**config.mk**
```make
export PLATFORM = sky130hd
export DESIGN_NAME = bbox_extractor
export DESIGN_NICKNAME = d
export VERILOG_FILES = /design/src/rtl/bbox_extractor.sv
export SDC_FILE = /design/constraint.sdc
export NUM_CORES = 1
export LEC_CHECK = 0
export CAP_MARGIN = 10
export CELL_PAD_IN_SITES_DETAIL_PLACEMENT = 0
export CELL_PAD_IN_SITES_GLOBAL_PLACEMENT = 1
export CORE_MARGIN = 4
export CORE_UTILIZATION = 47
export CTS_CLUSTER_SIZE = 16
export DETAILED_ROUTE_END_ITERATION = 10
export PLACE_DENSITY = 0.92
export SETUP_SLACK_MARGIN = 0.1
export SYNTH_ARGS = -nofsm -noshare
export SYNTH_HDL_FRONTEND = slang
export SYNTH_SLANG_ARGS = --single-unit
```
**constraint.sdc**
```tcl
create_clock -name clk_in -period 7 [get_ports clk_in]
set_input_delay 1.05 -clock clk_in [delete_from_list [all_inputs] [get_ports clk_in]]
set_output_delay 1.05 -clock clk_in [all_outputs]
set_load 0.1 [all_outputs]
```
**src/rtl/bbox_extractor.sv**
```systemverilog
// bbox_extractor: recovers the axis-aligned bounding rectangle of all masked
// pixels in a raster-order frame and publishes it on a valid/ready handshake.
// Coordinates are half-open: [x_out_1, x_out_2) x [y_out_1, y_out_2).
// Pipeline: stage 1 registers the pixel inputs, stage 2 accumulates, stage 3
// loads the published result, so a frame's last pixel sampled on edge N shows
// up on the outputs after edge N+2.
// Optional build macro: BBOX_MASK_DEBOUNCE_EN -- a masked pixel only counts if
// the previous valid pixel on the same row (hcount-1) was also masked.
module bbox_extractor #(
  parameter int H_ACTIVE   = 1280,
  parameter int V_ACTIVE   = 720,
  parameter int MIN_PIXELS = 16
) (
  input  logic        clk_in,
  input  logic        rst_n_in,
  input  logic [10:0] hcount_in,
  input  logic [9:0]  vcount_in,
  input  logic        valid_in,
  input  logic        mask_in,
  input  logic        rect_ready_in,
  output logic        rect_valid_out,
  output logic        found_out,
  output logic [10:0] x_out_1,
  output logic [9:0]  y_out_1,
  output logic [10:0] x_out_2,
  output logic [9:0]  y_out_2,
  output logic [20:0] pixel_count_out,
  output logic        overrun_out
);

  localparam logic [10:0] H_ACT_C   = 11'(H_ACTIVE);
  localparam logic [9:0]  V_ACT_C   = 10'(V_ACTIVE);
  localparam logic [10:0] H_LAST_C  = 11'(H_ACTIVE - 1);
  localparam logic [9:0]  V_LAST_C  = 10'(V_ACTIVE - 1);
  localparam logic [20:0] MIN_C     = 21'(MIN_PIXELS);
  localparam logic [20:0] CNT_MAX_C = 21'h1F_FFFF;

  typedef enum logic [0:0] {ST_IDLE = 1'b0, ST_ACCUM = 1'b1} state_t;

  // stage 1 registers
  logic [10:0] h1_r;
  logic [9:0]  v1_r;
  logic        valid1_r;
  logic        mask1_r;

  // stage 2 accumulators
  state_t      state_r;
  logic [10:0] min_x_r, max_x_r;
  logic [9:0]  min_y_r, max_y_r;
  logic [20:0] cnt_r;
  logic        done_r;

  // combinational next-state for the accumulators
  logic        start_s, last_s, take_s, active_s, qual_s;
  logic [10:0] lo_x_s;
  logic [10:0] bmin_x_s, bmax_x_s, nmin_x_s, nmax_x_s;
  logic [9:0]  bmin_y_s, bmax_y_s, nmin_y_s, nmax_y_s;
  logic [20:0] bcnt_s, ncnt_s;

`ifdef BBOX_MASK_DEBOUNCE_EN
  logic [10:0] prev_h_r;
  logic [9:0]  prev_v_r;
  logic        prev_mask_r;
`endif

  // Register the raw pixel stream once before any decisions are made.
  always_ff @(posedge clk_in or negedge rst_n_in) begin
    if (!rst_n_in) begin
      h1_r     <= 11'd0;
      v1_r     <= 10'd0;
      valid1_r <= 1'b0;
      mask1_r  <= 1'b0;
    end else begin
      h1_r     <= hcount_in;
      v1_r     <= vcount_in;
      valid1_r <= valid_in;
      mask1_r  <= mask_in;
    end
  end

`ifdef BBOX_MASK_DEBOUNCE_EN
  // Remember the previous valid pixel so a masked pixel can be paired with its left neighbour.
  always_ff @(posedge clk_in or negedge rst_n_in) begin
    if (!rst_n_in) begin
      prev_h_r    <= 11'd0;
      prev_v_r    <= 10'd0;
      prev_mask_r <= 1'b0;
    end else if (valid1_r) begin
      prev_h_r    <= h1_r;
      prev_v_r    <= v1_r;
      prev_mask_r <= mask1_r && (h1_r < H_ACT_C) && (v1_r < V_ACT_C);
    end
  end
`endif

  // Decide whether the stage-1 pixel is taken and compute the updated extents.
  always_comb begin
    start_s  = valid1_r && (h1_r == 11'd0) && (v1_r == 10'd0);
    last_s   = valid1_r && (h1_r == H_LAST_C) && (v1_r == V_LAST_C);
    take_s   = valid1_r && (start_s || (state_r == ST_ACCUM));
    active_s = (h1_r < H_ACT_C) && (v1_r < V_ACT_C);
`ifdef BBOX_MASK_DEBOUNCE_EN
    qual_s   = valid1_r && active_s && mask1_r && prev_mask_r && (h1_r != 11'd0) &&
               (prev_h_r == (h1_r - 11'd1)) && (prev_v_r == v1_r);
    lo_x_s   = h1_r - 11'd1;
`else
    qual_s   = valid1_r && active_s && mask1_r;
    lo_x_s   = h1_r;
`endif
    // a frame start (or resync) discards whatever was accumulated before
    if (start_s) begin
      bmin_x_s = 11'h7FF;
      bmin_y_s = 10'h3FF;
      bmax_x_s = 11'd0;
      bmax_y_s = 10'd0;
      bcnt_s   = 21'd0;
    end else begin
      bmin_x_s = min_x_r;
      bmin_y_s = min_y_r;
      bmax_x_s = max_x_r;
      bmax_y_s = max_y_r;
      bcnt_s   = cnt_r;
    end
    if (qual_s) begin
      nmin_x_s = (lo_x_s < bmin_x_s) ? lo_x_s : bmin_x_s;
      nmax_x_s = (h1_r > bmax_x_s) ? h1_r : bmax_x_s;
      nmin_y_s = (v1_r < bmin_y_s) ? v1_r : bmin_y_s;
      nmax_y_s = (v1_r > bmax_y_s) ? v1_r : bmax_y_s;
      ncnt_s   = (bcnt_s == CNT_MAX_C) ? bcnt_s : (bcnt_s + 21'd1);
    end else begin
      nmin_x_s = bmin_x_s;
      nmax_x_s = bmax_x_s;
      nmin_y_s = bmin_y_s;
      nmax_y_s = bmax_y_s;
      ncnt_s   = bcnt_s;
    end
  end

  // Frame FSM and accumulators; the last pixel hands the totals to the output stage.
  always_ff @(posedge clk_in or negedge rst_n_in) begin
    if (!rst_n_in) begin
      state_r <= ST_IDLE;
      min_x_r <= 11'h7FF;
      min_y_r <= 10'h3FF;
      max_x_r <= 11'd0;
      max_y_r <= 10'd0;
      cnt_r   <= 21'd0;
      done_r  <= 1'b0;
    end else begin
      done_r <= take_s && last_s;
      if (take_s) begin
        min_x_r <= nmin_x_s;
        min_y_r <= nmin_y_s;
        max_x_r <= nmax_x_s;
        max_y_r <= nmax_y_s;
        cnt_r   <= ncnt_s;
        state_r <= last_s ? ST_IDLE : ST_ACCUM;
      end
    end
  end

  // Publish results and run the valid/ready handshake; overrun is sticky until reset.
  always_ff @(posedge clk_in or negedge rst_n_in) begin
    if (!rst_n_in) begin
      rect_valid_out  <= 1'b0;
      found_out       <= 1'b0;
      x_out_1         <= 11'd0;
      y_out_1         <= 10'd0;
      x_out_2         <= 11'd0;
      y_out_2         <= 10'd0;
      pixel_count_out <= 21'd0;
      overrun_out     <= 1'b0;
    end else if (done_r) begin
      rect_valid_out  <= 1'b1;
      found_out       <= (cnt_r != 21'd0) && (cnt_r >= MIN_C);
      pixel_count_out <= cnt_r;
      if (cnt_r == 21'd0) begin
        x_out_1 <= 11'd0;
        y_out_1 <= 10'd0;
        x_out_2 <= 11'd0;
        y_out_2 <= 10'd0;
      end else begin
        x_out_1 <= min_x_r;
        y_out_1 <= min_y_r;
        x_out_2 <= max_x_r + 11'd1;
        y_out_2 <= max_y_r + 10'd1;
      end
      if (rect_valid_out && !rect_ready_in) begin
        overrun_out <= 1'b1;
      end
    end else if (rect_valid_out && rect_ready_in) begin
      rect_valid_out <= 1'b0;
    end
  end

endmodule

```
==> impl_metrics.tcl, run 1 <==
set metrics [dict create \
    regArea_um2 3880 \
    gp_congestion 0.862 \
    io_buffers 91 \
    place_area_um2 8440 \
    critical_path_class "flip-flop to flip-flop" \
    wl_per_cell_um 17.0 \
    rows 45 \
    fin_worst_skew_ns 0.00923 \
    synth_nets 799 \
    multi_input_area_um2 3160 \
    ys.warnings.count 0 \
    syn_to_final_growth_pct 23.0 \
    antenna_found_initial 0 \
    postCtsSetupBuffers 0 \
    finalInstanceArea_um2 9040 \
    wl_um 17700 \
    io_pins 92 \
    drv_slew 0 \
    antenna_left 0 \
    p_leak_nw 3.79 \
    drcViolationCount 0 \
    clk_pin_slew_ns 0.06 \
    slew_headroom_pct 22.9 \
    worstSetupEndpointType "flip-flop" \
    finalSetupTns_ns 0 \
    irDropWorstVdd_v 0.000136 \
    layout_worst_path_cycle_share_pct 61.4 \
    final_nets 884 \
    async_flop_share_pct 100 \
    design.die.area_um2 17700 \
    fmax_mhz 233 \
    core-area_um2 15300 \
    vias 5725 \
    synth-seq-area-share_pct 52.8 \
    drt_pass1_iterations 4 \
    avgSynthCellArea_um2 10.1 \
    die_w_um 133 \
    yosysUniqueCellTypes 47 \
    fillers 1293 \
    p_per_area_nw_per_um2 210 \
    postCtsHoldBufs 0 \
    max_slew.worst_pin.slew_ns 1.15 \
    rsz0062_at_grt "no" \
    min_path_type "flip-flop to flip-flop" \
    postSynthCellCount 730 \
    worstPathMaxFanout 21 \
    die_h_um 133 \
    avgViaCountPerCell 5.52 \
    crit_required_ns 7.34 \
    cts_buffers 17 \
    antenna_cells 0 \
    synth_seq_cells 154 \
    clock_latency_ns 0.43 \
    synth_top_area_share_pct 45.3 \
    cts.sinks 154 \
    postLayoutCoreUtil_pct 59.2 \
    synth_edf_count 0 \
    grt_max_degree 79 \
    hold_viol 0 \
    cts_tree "done" \
    htreeDepth 4 \
    ys.flop_type "dfrtp_1" \
    period_needed_ns 4.30 \
    grt_pass1_wl_um 30200 \
    layout-drive-gt1-share_pct 10.2 \
    clockRootBuffer "clkbuf_16" \
    start_util_pct 48.2 \
    setup_viol 0 \
    cts_resized 0 \
    grt_pass1_vias 6010 \
    synth_top_cell_by_area "dfrtp_1" \
    clock_path_buffers 2 \
    dp_hpwl_um 12400 \
    drv_cap 0 \
    synth_area_um2 7350 \
    cp_data_arrival_time_ns 4.64 \
    drt_iter0_markers 432 \
    outcome "complete, no violations" \
    grt_util_all_layers_pct 20.9 \
    overflow 0 \
    synthTopCellsByArea "dfrtp_1, dfstp_2, ha_1" \
    cp-start-kind "flip-flop" \
]
[cell type report]
type | instances | share of cell area [%]
multi-input cells | 496 | 35.0
clock inverters | 10 | 1.30
well taps | 211 | 2.92
repair buffers | 95 | 10.4
inverters | 51 | 2.12
flip-flops and latches | 154 | 42.9
clock buffers | 21 | 5.31
[report_power, final]
group / total [mW] / switching [mW] / internal [mW]
logic: 0.0691 / 0.0404 / 0.0287
clock network: 0.920 / 0.360 / 0.560
registers: 0.913 / 0.0151 / 0.898
total: 1.90 / 0.415 / 1.49
[cells by family after synthesis]
| logic type | share of synthesized area [%] |
|---|---|
| AO/OA/AOI/OAI | 13.0 |
| XOR/XNOR | 3.34 |
| adder cells (fa/ha/maj) | 7.32 |
| buffers and inverters | 4.20 |
| flip-flops | 52.8 |
| multiplexers | 3.35 |
| AND/OR/NAND/NOR | 16.0 |
[state kept, by name, indices dropped and copies added, names as in the netlist, 10 cells and up]
register	flops
cnt_r	21
h1_r	11
max_x_r	11
max_y_r	10
min_x_r	11
min_y_r	10
pixel_count_out	21
v1_r	10
x_out_1	11
x_out_2	11
y_out_1	10
y_out_2	10
[cells in the final DEF (no fill, tap or decap), drive strengths merged, types with 6 or more instances in the layout]
| master | instances |
|---|---|
| dfrtp | 133 |
| or3 | 8 |
| dfstp | 21 |
| a21oi | 39 |
| inv | 51 |
| xor2 | 10 |
| ha | 43 |
| and2 | 6 |
| nor4 | 10 |
| nand2 | 71 |
| a22o | 21 |
| mux2 | 21 |
| nor2 | 89 |
| nor3 | 10 |
| xnor2 | 18 |
| o22ai | 20 |
| clkdlybuf4s50 | 90 |
| clkbuf | 21 |
| o21ai | 48 |
| nand3 | 19 |
| nand4 | 18 |
[routing by layer]
layer,vias to the layer above,GRT usage (%),share of wire (%)
met4,0,7.27,1.8
met1,2781,28.3,45
met5,-,0,0
met3,24,4.41,5.5
met2,190,33.6,47
li1,2730,-,-
[worst max-delay path: stages (launching register included)]
cell and delay (ns):
dfrtp_1 0.43, nor2_1 0.22, or4b_4 0.52, nor4_4 0.88
nor2_1 0.19, ha_1 0.39, nand4_1 0.09, nor3_1 0.40
a21oi_1 0.12, o211ai_1 0.72, nor2_1 0.09, a21oi_1 0.18
[worst paths after layout]
| path | from | end | slack [ns] | cells past startpoint |
|---|---|---|---|---|
| min in group asynchronous | rst_n_in | y_out_2[5]$_DFFE_PN0P_ | 0.64 | 1 |
| max | v1_r[5]$_DFF_PN0_ | min_x_r[4]$_DFFE_PN1P_ | 2.70 | 11 |
| max in group asynchronous | rst_n_in | pixel_count_out[13]$_DFFE_PN0P_ | 4.95 | 2 |
| max reg2reg | v1_r[5]$_DFF_PN0_ | min_x_r[4]$_DFFE_PN1P_ | 2.70 | 11 |
| min reg2reg | overrun_out$_DFFE_PN0P_ | overrun_out$_DFFE_PN0P_ | 0.48 | 1 |
| min | overrun_out$_DFFE_PN0P_ | overrun_out$_DFFE_PN0P_ | 0.48 | 1 |
[cell usage after synthesis, types with 2 or more instances]
cell       instances
and2_1             6
dfrtp_1          133
ha_1              43
nand2b_1           4
dfstp_2           21
nor2_1            88
o2111a_1           3
and4_1             4
o31a_1             2
o22ai_1           20
a211oi_1           4
and3_1             5
a21o_1             2
a22o_1            21
o21a_1             2
nand3_1           19
nand2_1           71
mux2_2            21
o21ai_0           47
or3_1              8
clkbuf_1          26
xnor2_1           18
nand4_1           18
o211ai_1           4
inv_1             51
a21oi_1           39
or4_1              2
nor4_1             9
nor3_1             9
xor2_1            10
o2111ai_1          4
[stage by stage]
stage / hold WS [ns] / worst slack (ns) / total power [mW] / std cells
detailed placement: 0.467 / 2.81 / 0.998 / 1007
global placement: 0.450 / 2.97 / 0.994 / 1007
finish: 0.480 / 2.70 / 1.90 / 1038
floorplan: 0.481 / 3.37 / 0.949 / 730
CTS: 0.485 / 2.78 / 1.92 / 1038
global route: 0.516 / 2.40 / 1.97 / 1038
(Power assumes the default switching activity.)
==> inputs of run 2 (changes only) <==
--- a/config.mk
+++ b/config.mk
@@ -9,10 +9,10 @@
 export CELL_PAD_IN_SITES_DETAIL_PLACEMENT = 0
 export CELL_PAD_IN_SITES_GLOBAL_PLACEMENT = 1
 export CORE_MARGIN = 4
-export CORE_UTILIZATION = 47
+export CORE_UTILIZATION = 39
 export CTS_CLUSTER_SIZE = 16
 export DETAILED_ROUTE_END_ITERATION = 10
-export PLACE_DENSITY = 0.92
+export PLACE_DENSITY = 0.82
 export SETUP_SLACK_MARGIN = 0.1
 export SYNTH_ARGS = -nofsm -noshare
 export SYNTH_HDL_FRONTEND = slang
==> constraint.sdc (replaced) <==
create_clock -name clk_in -period 3.53 [get_ports clk_in]
set_input_delay 0.5295 -clock clk_in [delete_from_list [all_inputs] [get_ports clk_in]]
set_output_delay 0.5295 -clock clk_in [all_outputs]
set_load 0.1 [all_outputs]
==> impl_metrics.tcl, run 2 (synthesized netlist as in run 1, its figures left out) <==
set metrics [dict create \
    clock_path_buffers 2 \
    holdWs_ns 0.107 \
    drt_iter0_markers 435 \
    cts_buffers 17 \
    wl_per_cell_um 16.4 \
    crit_buf_inv 3 \
    wl_um 18000 \
    final_cell_mix "dfrtp_1, clkdlybuf4s50_1, nor2_1" \
    max_slew.worst_pin.slew_ns 1.00 \
    layout-drive-gt1-share_pct 15.0 \
    slew_headroom_pct 33.0 \
    min_path_type "primary input to asynchronous set/reset pin" \
    clock_latency_ns 0.43 \
    postLayoutCoreUtil_pct 51.9 \
    layout_worst_path_cycle_share_pct 93.3 \
    grt_pass1_wl_um 30200 \
    antenna_cells 0 \
    worstPathMaxFanout 32 \
    grt_pass1_vias 5740 \
    io_buffers 91 \
    crit_path_frequent_cell "buf_12" \
    drt_pass1_iterations 5 \
    worstSetupEndpointType "flip-flop" \
    cpMaxStageDelayCell "or4b_4" \
    grt_util_all_layers_pct 17.8 \
    final_nets 923 \
    critical_path_class "flip-flop to flip-flop" \
    crit_required_ns 3.85 \
    design.die.area_um2 21100 \
    cts.sinks 154 \
    cp_data_arrival_time_ns 3.61 \
    io_pins 92 \
    htreeDepth 4 \
    drcViolationCount 0 \
    p_leak_nw 4.00 \
    die_h_um 145 \
    p_per_area_nw_per_um2 403 \
    fmax_mhz 304 \
    gp_congestion 0.836 \
    vias 5716 \
    path_cells "nor2_2 > or4b_4 > or4_1 > buf_12 > nand2_1 > ha_1 > o21ai_1 > a21oi_1 > o31a_1 > o21ai_2 > buf_4 > nor3_4 > buf_12 > a22o_1" \
    drv_cap 0 \
    dp_hpwl_um 12600 \
    irDropWorstVdd_v 0.000343 \
    layout_commonest_cell "dfrtp_1" \
    cp-start-kind "flip-flop" \
    overflow 0 \
    outcome "complete, no violations" \
    cts_tree "done" \
    period_needed_ns 3.29 \
    start_util_pct 40.2 \
    rsz0062_at_grt "yes" \
    setup_viol 0 \
    clockRootBuffer "clkbuf_16" \
    drv_slew 0 \
    antenna_found_initial 0 \
    max_stage_delay_ns 0.50 \
    syn_to_final_growth_pct 28.9 \
    critPathTopFamily "simple AND/OR/NAND/NOR gates" \
    avgViaCountPerCell 5.22 \
    finalSetupTns_ns 0 \
    reg_top3 "cnt_r (21), pixel_count_out (21)" \
    rows 49 \
    grt_max_degree 83 \
    core-area_um2 18300 \
    clk_pin_slew_ns 0.06 \
    hold_viol 0 \
    antenna_left 0 \
    die_w_um 145 \
    fin_worst_skew_ns 0.00969 \
]
run 2: metal layers:
| layer | share of wire (%) | up-vias | track usage [%] | routed length [um] |
|---|---|---|---|---|
| met5 | 0 | - | 0 | 0 |
| met3 | 4.8 | 20 | 4.40 | 859 |
| met4 | 1.5 | 0 | 6.36 | 269 |
| met2 | 45 | 126 | 26.5 | 8150 |
| li1 | - | 2823 | - | - |
| met1 | 48 | 2747 | 25.4 | 8710 |
run 2: cell type report:
type,count,area [um2]
fill,1692,8800
sequential,154,3880
multi-input combinational,496,3210
timing repair buffer,134,1300
clock buffer,22,454
tap,229,287
inverter,51,191
clock inverter,10,145
run 2: stage by stage:
step	total power, mW	instance area [um2]	std cells	setup slack, ns
after CTS	3.87	9350	1089	0.198
after global placement	2.00	8750	1057	0.241
after detailed placement	2.00	8750	1057	0.217
final	3.82	9470	1096	0.237
after global routing	3.98	9470	1096	0.0732
after floorplan	1.88	7390	730	0.113
run 2: what timing repair did:
action	in CTS	in global routing
endpoints found under the setup margin	0	49
hold buffers	0	0
setup buffers	0	6
resized for setup	0	10
run 2: where the power goes:
group	internal [mW]	switching, mW
combinational	0.0768	0.107
sequential	1.78	0.00903
clock	1.13	0.716
run 2: final timing paths:
path / startpoint / end / slack [ns] / cells past startpoint
min: rst_n_in / pixel_count_out[19]$_DFFE_PN0P_ / 0.11 / 1
min in group clk_in: overrun_out$_DFFE_PN0P_ / overrun_out$_DFFE_PN0P_ / 0.47 / 1
max in group asynchronous: rst_n_in / min_y_r[4]$_DFFE_PN1P_ / 2.52 / 2
max: v1_r[4]$_DFF_PN0_ / max_x_r[8]$_DFFE_PN0P_ / 0.24 / 14
min reg2reg: overrun_out$_DFFE_PN0P_ / overrun_out$_DFFE_PN0P_ / 0.47 / 1
max reg2reg: v1_r[4]$_DFF_PN0_ / max_x_r[8]$_DFFE_PN0P_ / 0.24 / 14
